--- src/rtl/mdio_pkg.sv ---
// mdio_pkg: Clause-22 MDIO frame constants, field widths, bit indices and FSM state encoding
package mdio_pkg;
    localparam int PHYAD_W = 5;
    localparam int REGAD_W = 5;
    localparam int DATA_W  = 16;
    localparam logic [1:0] MDIO_ST    = 2'b01;
    localparam logic [1:0] MDIO_OP_WR = 2'b01;
    localparam logic [1:0] MDIO_OP_RD = 2'b10;
    localparam logic [6:0] BIT_HDR  = 7'd32;
    localparam logic [6:0] BIT_TA0  = 7'd46;
    localparam logic [6:0] BIT_TA1  = 7'd47;
    localparam logic [6:0] BIT_DATA = 7'd48;
    localparam logic [6:0] BIT_END  = 7'd64;
    typedef enum logic [2:0] {IDLE, PRE, HDR, TA, DATA, DONE} state_t;
    // Frame phase that owns frame bit n
    function automatic state_t bit_state(input logic [6:0] n);
        return n < BIT_HDR ? PRE : n < BIT_TA0 ? HDR : n < BIT_DATA ? TA : DATA;
    endfunction
endpackage

--- src/rtl/mdio_master_if.sv ---
// mdio_master_if: request/response bus of the MDIO master
//   master modport: the mdio_master itself (consumes requests, produces responses)
//   slave modport : the client issuing register accesses
interface mdio_master_if;
    import mdio_pkg::*;
    logic               req_valid;
    logic               req_ready;
    logic               req_write;
    logic [PHYAD_W-1:0] req_phyad;
    logic [REGAD_W-1:0] req_regad;
    logic [DATA_W-1:0]  req_wdata;
    logic               rsp_valid;
    logic [DATA_W-1:0]  rsp_rdata;
    logic               rsp_err;
    modport master (
        input  req_valid, req_write, req_phyad, req_regad, req_wdata,
        output req_ready, rsp_valid, rsp_rdata, rsp_err
    );
    modport slave (
        output req_valid, req_write, req_phyad, req_regad, req_wdata,
        input  req_ready, rsp_valid, rsp_rdata, rsp_err
    );
endinterface

--- src/rtl/mdio_master_mdc_gen.sv ---
// mdc_gen: MDC half-period counter with per-bit start/end strobes, held at zero while en_i is low
//   clk_50, reset_n : clock, synchronous active-low reset
//   en_i            : master is inside a frame
//   mdc_o           : registered MDC, low for the first DIV cycles of a bit, high for the last DIV
//   bit_start_o     : first cycle of a bit
//   bit_end_o       : last cycle of a bit
module mdc_gen #(
    parameter int DIV = 10
) (
    input  logic clk_50,
    input  logic reset_n,
    input  logic en_i,
    output logic mdc_o,
    output logic bit_start_o,
    output logic bit_end_o
);
    localparam int CW = $clog2(2 * DIV);
    logic [CW-1:0] cnt_q, cnt_d;
    logic          mdc_q;
    always_comb cnt_d = (!en_i || cnt_q == CW'(2 * DIV - 1)) ? '0 : cnt_q + CW'(1);
    always_ff @(posedge clk_50) begin
        if (!reset_n) begin
            cnt_q <= '0;
            mdc_q <= 1'b0;
        end else begin
            cnt_q <= cnt_d;
            mdc_q <= cnt_d >= CW'(DIV);
        end
    end
    assign mdc_o       = mdc_q;
    assign bit_start_o = en_i && cnt_q == '0;
    assign bit_end_o   = en_i && cnt_q == CW'(2 * DIV - 1);
endmodule

--- src/rtl/mdio_master.sv ---
// mdio_master: Clause-22 MIIM management master issuing single read/write frames
//   clk_50, reset_n : clock, synchronous active-low reset
//   phy_ready       : strap configuration done; gates new accepts only
//   bus             : request/response handshake (mdio_master_if.master)
//   mdc             : management clock, period 2*DIV, idles low
//   mdio_o, mdio_oe : MDIO drive value / enable (0 = released)
//   mdio_i          : MDIO pin, asynchronous
//   MDIO_SHORT_PREAMBLE_EN: when defined the 32-bit preamble is skipped
module mdio_master
    import mdio_pkg::*;
#(
    parameter int DIV = 10
) (
    input  logic          clk_50,
    input  logic          reset_n,
    input  logic          phy_ready,
    mdio_master_if.master bus,
    output logic          mdc,
    output logic          mdio_o,
    output logic          mdio_oe,
    input  logic          mdio_i
);
`ifdef MDIO_SHORT_PREAMBLE_EN
    localparam logic [6:0] FIRST_BIT = BIT_HDR;
`else
    localparam logic [6:0] FIRST_BIT = 7'd0;
`endif
    state_t            state_q;
    logic              rdy_q, wr_q, err_q, valid_q, mdio_o_q, mdio_oe_q;
    logic [15:0]       hdr_q;
    logic [DATA_W-1:0] data_q, rdata_q;
    logic [6:0]        bit_q, bit_d;
    logic [1:0]        sync_q;
    logic [3:0]        hidx;
    logic              in_frame, accept, bit_start, bit_end, nxt_oe, nxt_o, mdio_s;

    assign in_frame      = state_q != IDLE && state_q != DONE;
    assign bus.req_ready = rdy_q && phy_ready;
    assign accept        = bus.req_valid && bus.req_ready;
    assign mdio_s        = sync_q[1];

    mdc_gen #(.DIV(DIV)) u_mdc_gen (
        .clk_50      (clk_50),
        .reset_n     (reset_n),
        .en_i        (in_frame),
        .mdc_o       (mdc),
        .bit_start_o (bit_start),
        .bit_end_o   (bit_end)
    );

    // Drive for the bit about to start; hdr_q carries ST, OP, PHYAD, REGAD and the write TA pair
    always_comb begin
        bit_d  = bit_q + 7'd1;
        hidx   = 4'(7'd47 - bit_d);
        nxt_oe = bit_d < BIT_TA0 || wr_q;
        nxt_o  = !nxt_oe || bit_d < BIT_HDR ? 1'b1 : bit_d < BIT_DATA ? hdr_q[hidx] : data_q[DATA_W-1];
    end

    always_ff @(posedge clk_50) begin
        if (!reset_n) begin
            state_q   <= IDLE;
            rdy_q     <= 1'b0;
            wr_q      <= 1'b0;
            err_q     <= 1'b0;
            valid_q   <= 1'b0;
            mdio_o_q  <= 1'b1;
            mdio_oe_q <= 1'b0;
            hdr_q     <= '0;
            data_q    <= '0;
            rdata_q   <= '0;
            bit_q     <= '0;
            sync_q    <= 2'b11;
        end else begin
            sync_q  <= {sync_q[0], mdio_i};
            valid_q <= 1'b0;
            if (state_q == IDLE) begin
                rdy_q <= !accept;
                if (accept) begin
                    state_q   <= bit_state(FIRST_BIT);
                    bit_q     <= FIRST_BIT;
                    wr_q      <= bus.req_write;
                    err_q     <= 1'b0;
                    hdr_q     <= {MDIO_ST, bus.req_write ? MDIO_OP_WR : MDIO_OP_RD, bus.req_phyad, bus.req_regad, 2'b10};
                    data_q    <= bus.req_wdata;
                    mdio_oe_q <= 1'b1;
                    mdio_o_q  <= FIRST_BIT < BIT_HDR ? 1'b1 : MDIO_ST[1];
                end
            end else if (state_q == DONE) begin
                state_q <= IDLE;
                rdy_q   <= 1'b1;
            end else begin
                // Write data advances on the falling side so data_q[15] is always the next bit to send
                if (bit_start && wr_q && bit_q >= BIT_DATA)
                    data_q <= {data_q[DATA_W-2:0], 1'b0};
                if (bit_end) begin
                    if (!wr_q && bit_q >= BIT_DATA)
                        data_q <= {data_q[DATA_W-2:0], mdio_s};
                    if (!wr_q && bit_q == BIT_TA1)
                        err_q <= mdio_s;
                    bit_q <= bit_d;
                    if (bit_d == BIT_END) begin
                        state_q   <= DONE;
                        valid_q   <= 1'b1;
                        mdio_oe_q <= 1'b0;
                        mdio_o_q  <= 1'b1;
                        if (!wr_q)
                            rdata_q <= {data_q[DATA_W-2:0], mdio_s};
                    end else begin
                        state_q   <= bit_state(bit_d);
                        mdio_oe_q <= nxt_oe;
                        mdio_o_q  <= nxt_o;
                    end
                end
            end
        end
    end

    assign bus.rsp_valid = valid_q;
    assign bus.rsp_rdata = rdata_q;
    assign bus.rsp_err   = err_q;
    assign mdio_o        = mdio_o_q;
    assign mdio_oe       = mdio_oe_q;
endmodule

--- src/flat_wrapper.sv ---
// flat-port wrapper written by rule: the top's interface ports become plain ports
module mdio_master_flat import mdio_pkg::*;
#(
    parameter int DIV = 10
)
  (clk_50, reset_n, phy_ready, mdc, mdio_o, mdio_oe, mdio_i, bus_req_valid, bus_req_write, bus_req_phyad, bus_req_regad, bus_req_wdata, bus_req_ready, bus_rsp_valid, bus_rsp_rdata, bus_rsp_err);
  mdio_master_if bus_i ();
  input  logic clk_50;
  input  logic reset_n;
  input  logic phy_ready;
  output logic mdc;
  output logic mdio_o;
  output logic mdio_oe;
  input  logic mdio_i;
  input wire logic [$bits(bus_i.req_valid)-1:0] bus_req_valid;
  input wire logic [$bits(bus_i.req_write)-1:0] bus_req_write;
  input wire logic [$bits(bus_i.req_phyad)-1:0] bus_req_phyad;
  input wire logic [$bits(bus_i.req_regad)-1:0] bus_req_regad;
  input wire logic [$bits(bus_i.req_wdata)-1:0] bus_req_wdata;
  output wire logic [$bits(bus_i.req_ready)-1:0] bus_req_ready;
  output wire logic [$bits(bus_i.rsp_valid)-1:0] bus_rsp_valid;
  output wire logic [$bits(bus_i.rsp_rdata)-1:0] bus_rsp_rdata;
  output wire logic [$bits(bus_i.rsp_err)-1:0] bus_rsp_err;
  assign bus_i.req_valid = bus_req_valid;
  assign bus_i.req_write = bus_req_write;
  assign bus_i.req_phyad = bus_req_phyad;
  assign bus_i.req_regad = bus_req_regad;
  assign bus_i.req_wdata = bus_req_wdata;
  assign bus_req_ready = bus_i.req_ready;
  assign bus_rsp_valid = bus_i.rsp_valid;
  assign bus_rsp_rdata = bus_i.rsp_rdata;
  assign bus_rsp_err = bus_i.rsp_err;
  mdio_master #(.DIV(DIV)) u_core (.clk_50(clk_50), .reset_n(reset_n), .phy_ready(phy_ready), .bus(bus_i), .mdc(mdc), .mdio_o(mdio_o), .mdio_oe(mdio_oe), .mdio_i(mdio_i));
endmodule
--- config.mk ---
export PLATFORM = sky130hd
export DESIGN_NAME = mdio_master_flat
export DESIGN_NICKNAME = d
export VERILOG_FILES = /design/src/rtl/mdio_pkg.sv /design/src/rtl/mdio_master_if.sv /design/src/rtl/mdio_master_mdc_gen.sv /design/src/rtl/mdio_master.sv /design/src/flat_wrapper.sv
export SDC_FILE = /design/constraint.sdc
export NUM_CORES = 1
export LEC_CHECK = 0
export ABC_AREA = 1
export ABC_CLOCK_PERIOD_IN_PS = 2660
export CAP_MARGIN = 20
export CORE_ASPECT_RATIO = 0.6
export CORE_MARGIN = 3
export CORE_UTILIZATION = 29
export DETAILED_ROUTE_END_ITERATION = 7
export GPL_TIMING_DRIVEN = 0
export PLACE_DENSITY_LB_ADDON = 0.12
export SYNTH_ARGS = -nofsm -noshare
export SYNTH_HDL_FRONTEND = slang
export SYNTH_SLANG_ARGS = --single-unit
--- constraint.sdc ---
create_clock -name clk_50 -period 2.66 [get_ports clk_50]
set_input_delay 0.532 -clock clk_50 [delete_from_list [all_inputs] [get_ports clk_50]]
set_output_delay 0.532 -clock clk_50 [all_outputs]
set_load 0.01 [all_outputs]
==> flow_summary.yaml <==
outcome:
  outcome: "completed"
final_layout:
  final_cell_mix: "nand2_1, nor2_1, dfxtp_1"
  area_delta_synth_final_pct: 31.7
  multi_input_area_um2: 1580
  antennaDiodeCount: 0
  final_layout_size_suffix_gt1_frac: 0.0833
  fin_nets: 583
  fill_cells: 1130
  final_core_util: 0.399
  layout_commonest_cell: "nand2_1"
  final_cells: 691
  register_area_um2: 1360
critical_path:
  start_kind: "input port"
  reg2reg_slack_ns: 0.63
  slowest_stage: "clkdlybuf4s50_1"
  critical_path_class: "input port to primary output"
  worst-path-buf-inv: 3
  reg2reg_depth: 11
  crit_required_ns: 2.13
  cp_common_cell: "clkdlybuf4s50_1"
  arrival_ns: 1.63
  cp_top_family: "buffers and inverters"
  r2r_start: "u_core.bit_q[0]$_SDFFE_PN0P_"
  worstPathMaxFanout: 2
  worstSetupEndpointType: "primary output"
  r2r_end: "u_core.mdio_o$_SDFFE_PN1P_"
  path_cells: "clkdlybuf4s50_1 -> nand2_1 -> inv_1 -> clkdlybuf4s50_1"
  cp_slowest_stage_delay_ns: 0.53
clock_network:
  h-tree-depth: 3
  cts.sinks: 68
  root_buffer: "clkbuf_16"
  cts_resized: 0
  cts_tree: "yes"
  clkTransAtPathRegs_ns: 0.05
  clk_latency_ns: 0.33
  cts-buffers-inserted: 9
  cts_setup_buffers: 0
  cts_hold_buf: 0
  clock_path_buffers: 2
logic_synthesis:
  synth_xor_area_frac: 0.00808
  synthSimpleGateAreaFrac: 0.338
  ys_warn_count: 0
  syn_avg_cell_area_um2: 6.72
  synth_area_um2: 3250
  syn_inst: 484
  synth-seq-area-share: 0.419
  synth_compound_area_frac: 0.126
  syn-num-nets: 520
  yosysUniqueCellTypes: 32
  synth_top_family_by_area: "simple AND/OR/NAND/NOR gates"
  synth.area.mux_share: 0
  synth_fa_ha_area_frac: 0.0154
  ys_seq_elements: 68
grt:
  grt.total_usage: 0.154
  grt_pass1_vias: 3023
  antenna_found_initial: 0
  grt_pass1_wl_um: 15100
  overflow: 0
  grt_max_degree: 13
worst_hold_path:
  min-delay-path-class: "flip-flop to flip-flop"
  worstHoldStart: "u_core.sync_q[0]$_SDFF_PN1_"
  hold-path-endpoint: "u_core.sync_q[1]$_SDFF_PN1_"
  hold_depth: 1
sta:
  relSlewSlack: 0.626
  max_freq_mhz: 463
  final.setup.tns_ns: 0
  hold_violations: 0
  clock_skew_ns: 0.00843
  rsz0062_at_grt: "false"
  setup_violations: 0
  fin_crit_sh: 0.812
  setup_ws_ns: 0.501
  worst_slew_pin_slew_ns: 0.562
  drv_slew: 0
  layout_min_cycle_time_ns: 2.16
drt:
  via_per_inst: 4.57
  drt-pass1-iter-count: 5
  wl_um: 9130
  wl_per_cell_um: 13.2
  ant_nets: 0
  drc_errors: 0
  dr.first_iter.drc_count: 151
  vias: 3157
power_and_ir_drop:
  vdd.ir_drop.worst_mv: 0.312
  power.density_nw_per_um2: 653
  leakage_uw: 0.00181
floorplanning:
  ios: 54
  initial_utilization: 0.303
  die_area_um2: 12600
  rows: 29
  dieWidth_um: 143
  design.core.area_um2: 10700
  die_y_um: 88.0
run:
  drv_cap: 0
place:
  dpl.hpwl_um: 6870
  gp_congestion: 0.790
  place_inst: 675
  port_buffers: 52
  dp_slack_ns: 0.344
state kept, by name, summed over array words and instances (netlist names):
signal and cells:
u_core.bit_q 7, u_core.bus.rsp_err 1, u_core.bus.rsp_rdata 16, u_core.bus.rsp_valid 1, u_core.data_q 16, u_core.hdr_q 13
u_core.mdio_o 1, u_core.mdio_oe 1, u_core.rdy_q 1, u_core.state_q 3, u_core.sync_q 2, u_core.u_mdc_gen.cnt_q 5
u_core.u_mdc_gen.mdc_o 1
synth_stat cells:
master,count,area share
nand2_1,136,0.16
nor2_1,73,0.084
dfxtp_1,68,0.42
inv_1,49,0.057
a21oi_1,32,0.049
o21ai_0,27,0.042
nand3_1,25,0.038
clkbuf_1,11,0.013
o21ai_1,10,0.015
nand2_2,8,0.015
buf_2,4,0.0062
ha_1,4,0.015
inv_2,4,0.0046
nor2_4,4,0.014
nand4_1,3,0.0058
nor3_1,3,0.0046
o32ai_1,3,0.0081
buf_4,2,0.0046
buf_6,2,0.0069
o21bai_1,2,0.0046
or2_2,2,0.0038
xnor2_1,2,0.0054
a21boi_0,1,0.0023
a22oi_1,1,0.0023
clkinv_1,1,0.0012
clkinv_2,1,0.0015
nand3_4,1,0.0054
nor2_2,1,0.0019
nor3_4,1,0.0050
o211ai_1,1,0.0023
or2_0,1,0.0019
xor2_1,1,0.0027
routing by layer:
layer	routed length, um	GRT usage	vias to the layer above
li1	-	-	1645
met1	5040	0.231	1421
met2	3460	0.213	80
met3	522	0.0453	11
met4	98	0.0388	0
met5	0	0	-
metrics by stage:
step	cell area, um2	hold WS, ns	power, uW
after floorplan	3250	0.393	1350
after detailed placement	3950	0.414	1490
after global routing	4280	0.446	2930
after CTS	4280	0.439	2830
final	4280	0.433	2800
after global placement	3950	0.418	1490
where the power goes:
part	total [uW]	switching, uW	internal (uW)
sequential	1110	36.4	1080
combinational	353	214	139
clock	1330	458	873
area by class of cell:
class | count | area share
Multi-Input combinational cell | 342 | 0.370
Sequential cell | 68 | 0.318
Timing Repair Buffer | 52 | 0.122
Clock buffer | 11 | 0.0590
Inverter | 55 | 0.0485
Tap cell | 139 | 0.0406
Buffer | 19 | 0.0231
Clock inverter | 5 | 0.0196
worst register-to-register path, delay by kind of cell, from the launching register on:
family                   cells  cell delay (ns)
AND/OR/NAND/NOR              7             0.56
adder cells (fa/ha/maj)      1             0.46
flip-flops                   1             0.38
buffers and inverters        2             0.28
AO/OA/AOI/OAI                1             0.23
worst max path at each step:
stage / endpoint / slack, ns / from / depth (start not counted)
final: bus_req_ready / 0.50 / phy_ready / 4
after global placement: u_core.mdio_oe$_SDFFE_PN0P_ / 0.33 / phy_ready / 11
after detailed placement: u_core.mdio_oe$_SDFFE_PN0P_ / 0.34 / phy_ready / 11
after floorplan: u_core.bus.rsp_rdata[10]$_SDFFE_PN0P_ / 0.99 / u_core.bit_q[0]$_SDFFE_PN0P_ / 11
after CTS: bus_req_ready / 0.50 / phy_ready / 4
after global routing: u_core.mdio_o$_SDFFE_PN1P_ / 0.44 / u_core.bit_q[0]$_SDFFE_PN0P_ / 12
kinds of logic after synthesis:
kind of cell / count (synthesis)
simple gates: 258
compound gates: 77
buf+inv: 74
flops: 68
fa+ha+maj: 4
xor+xnor: 3
(Power assumes the default switching activity.)
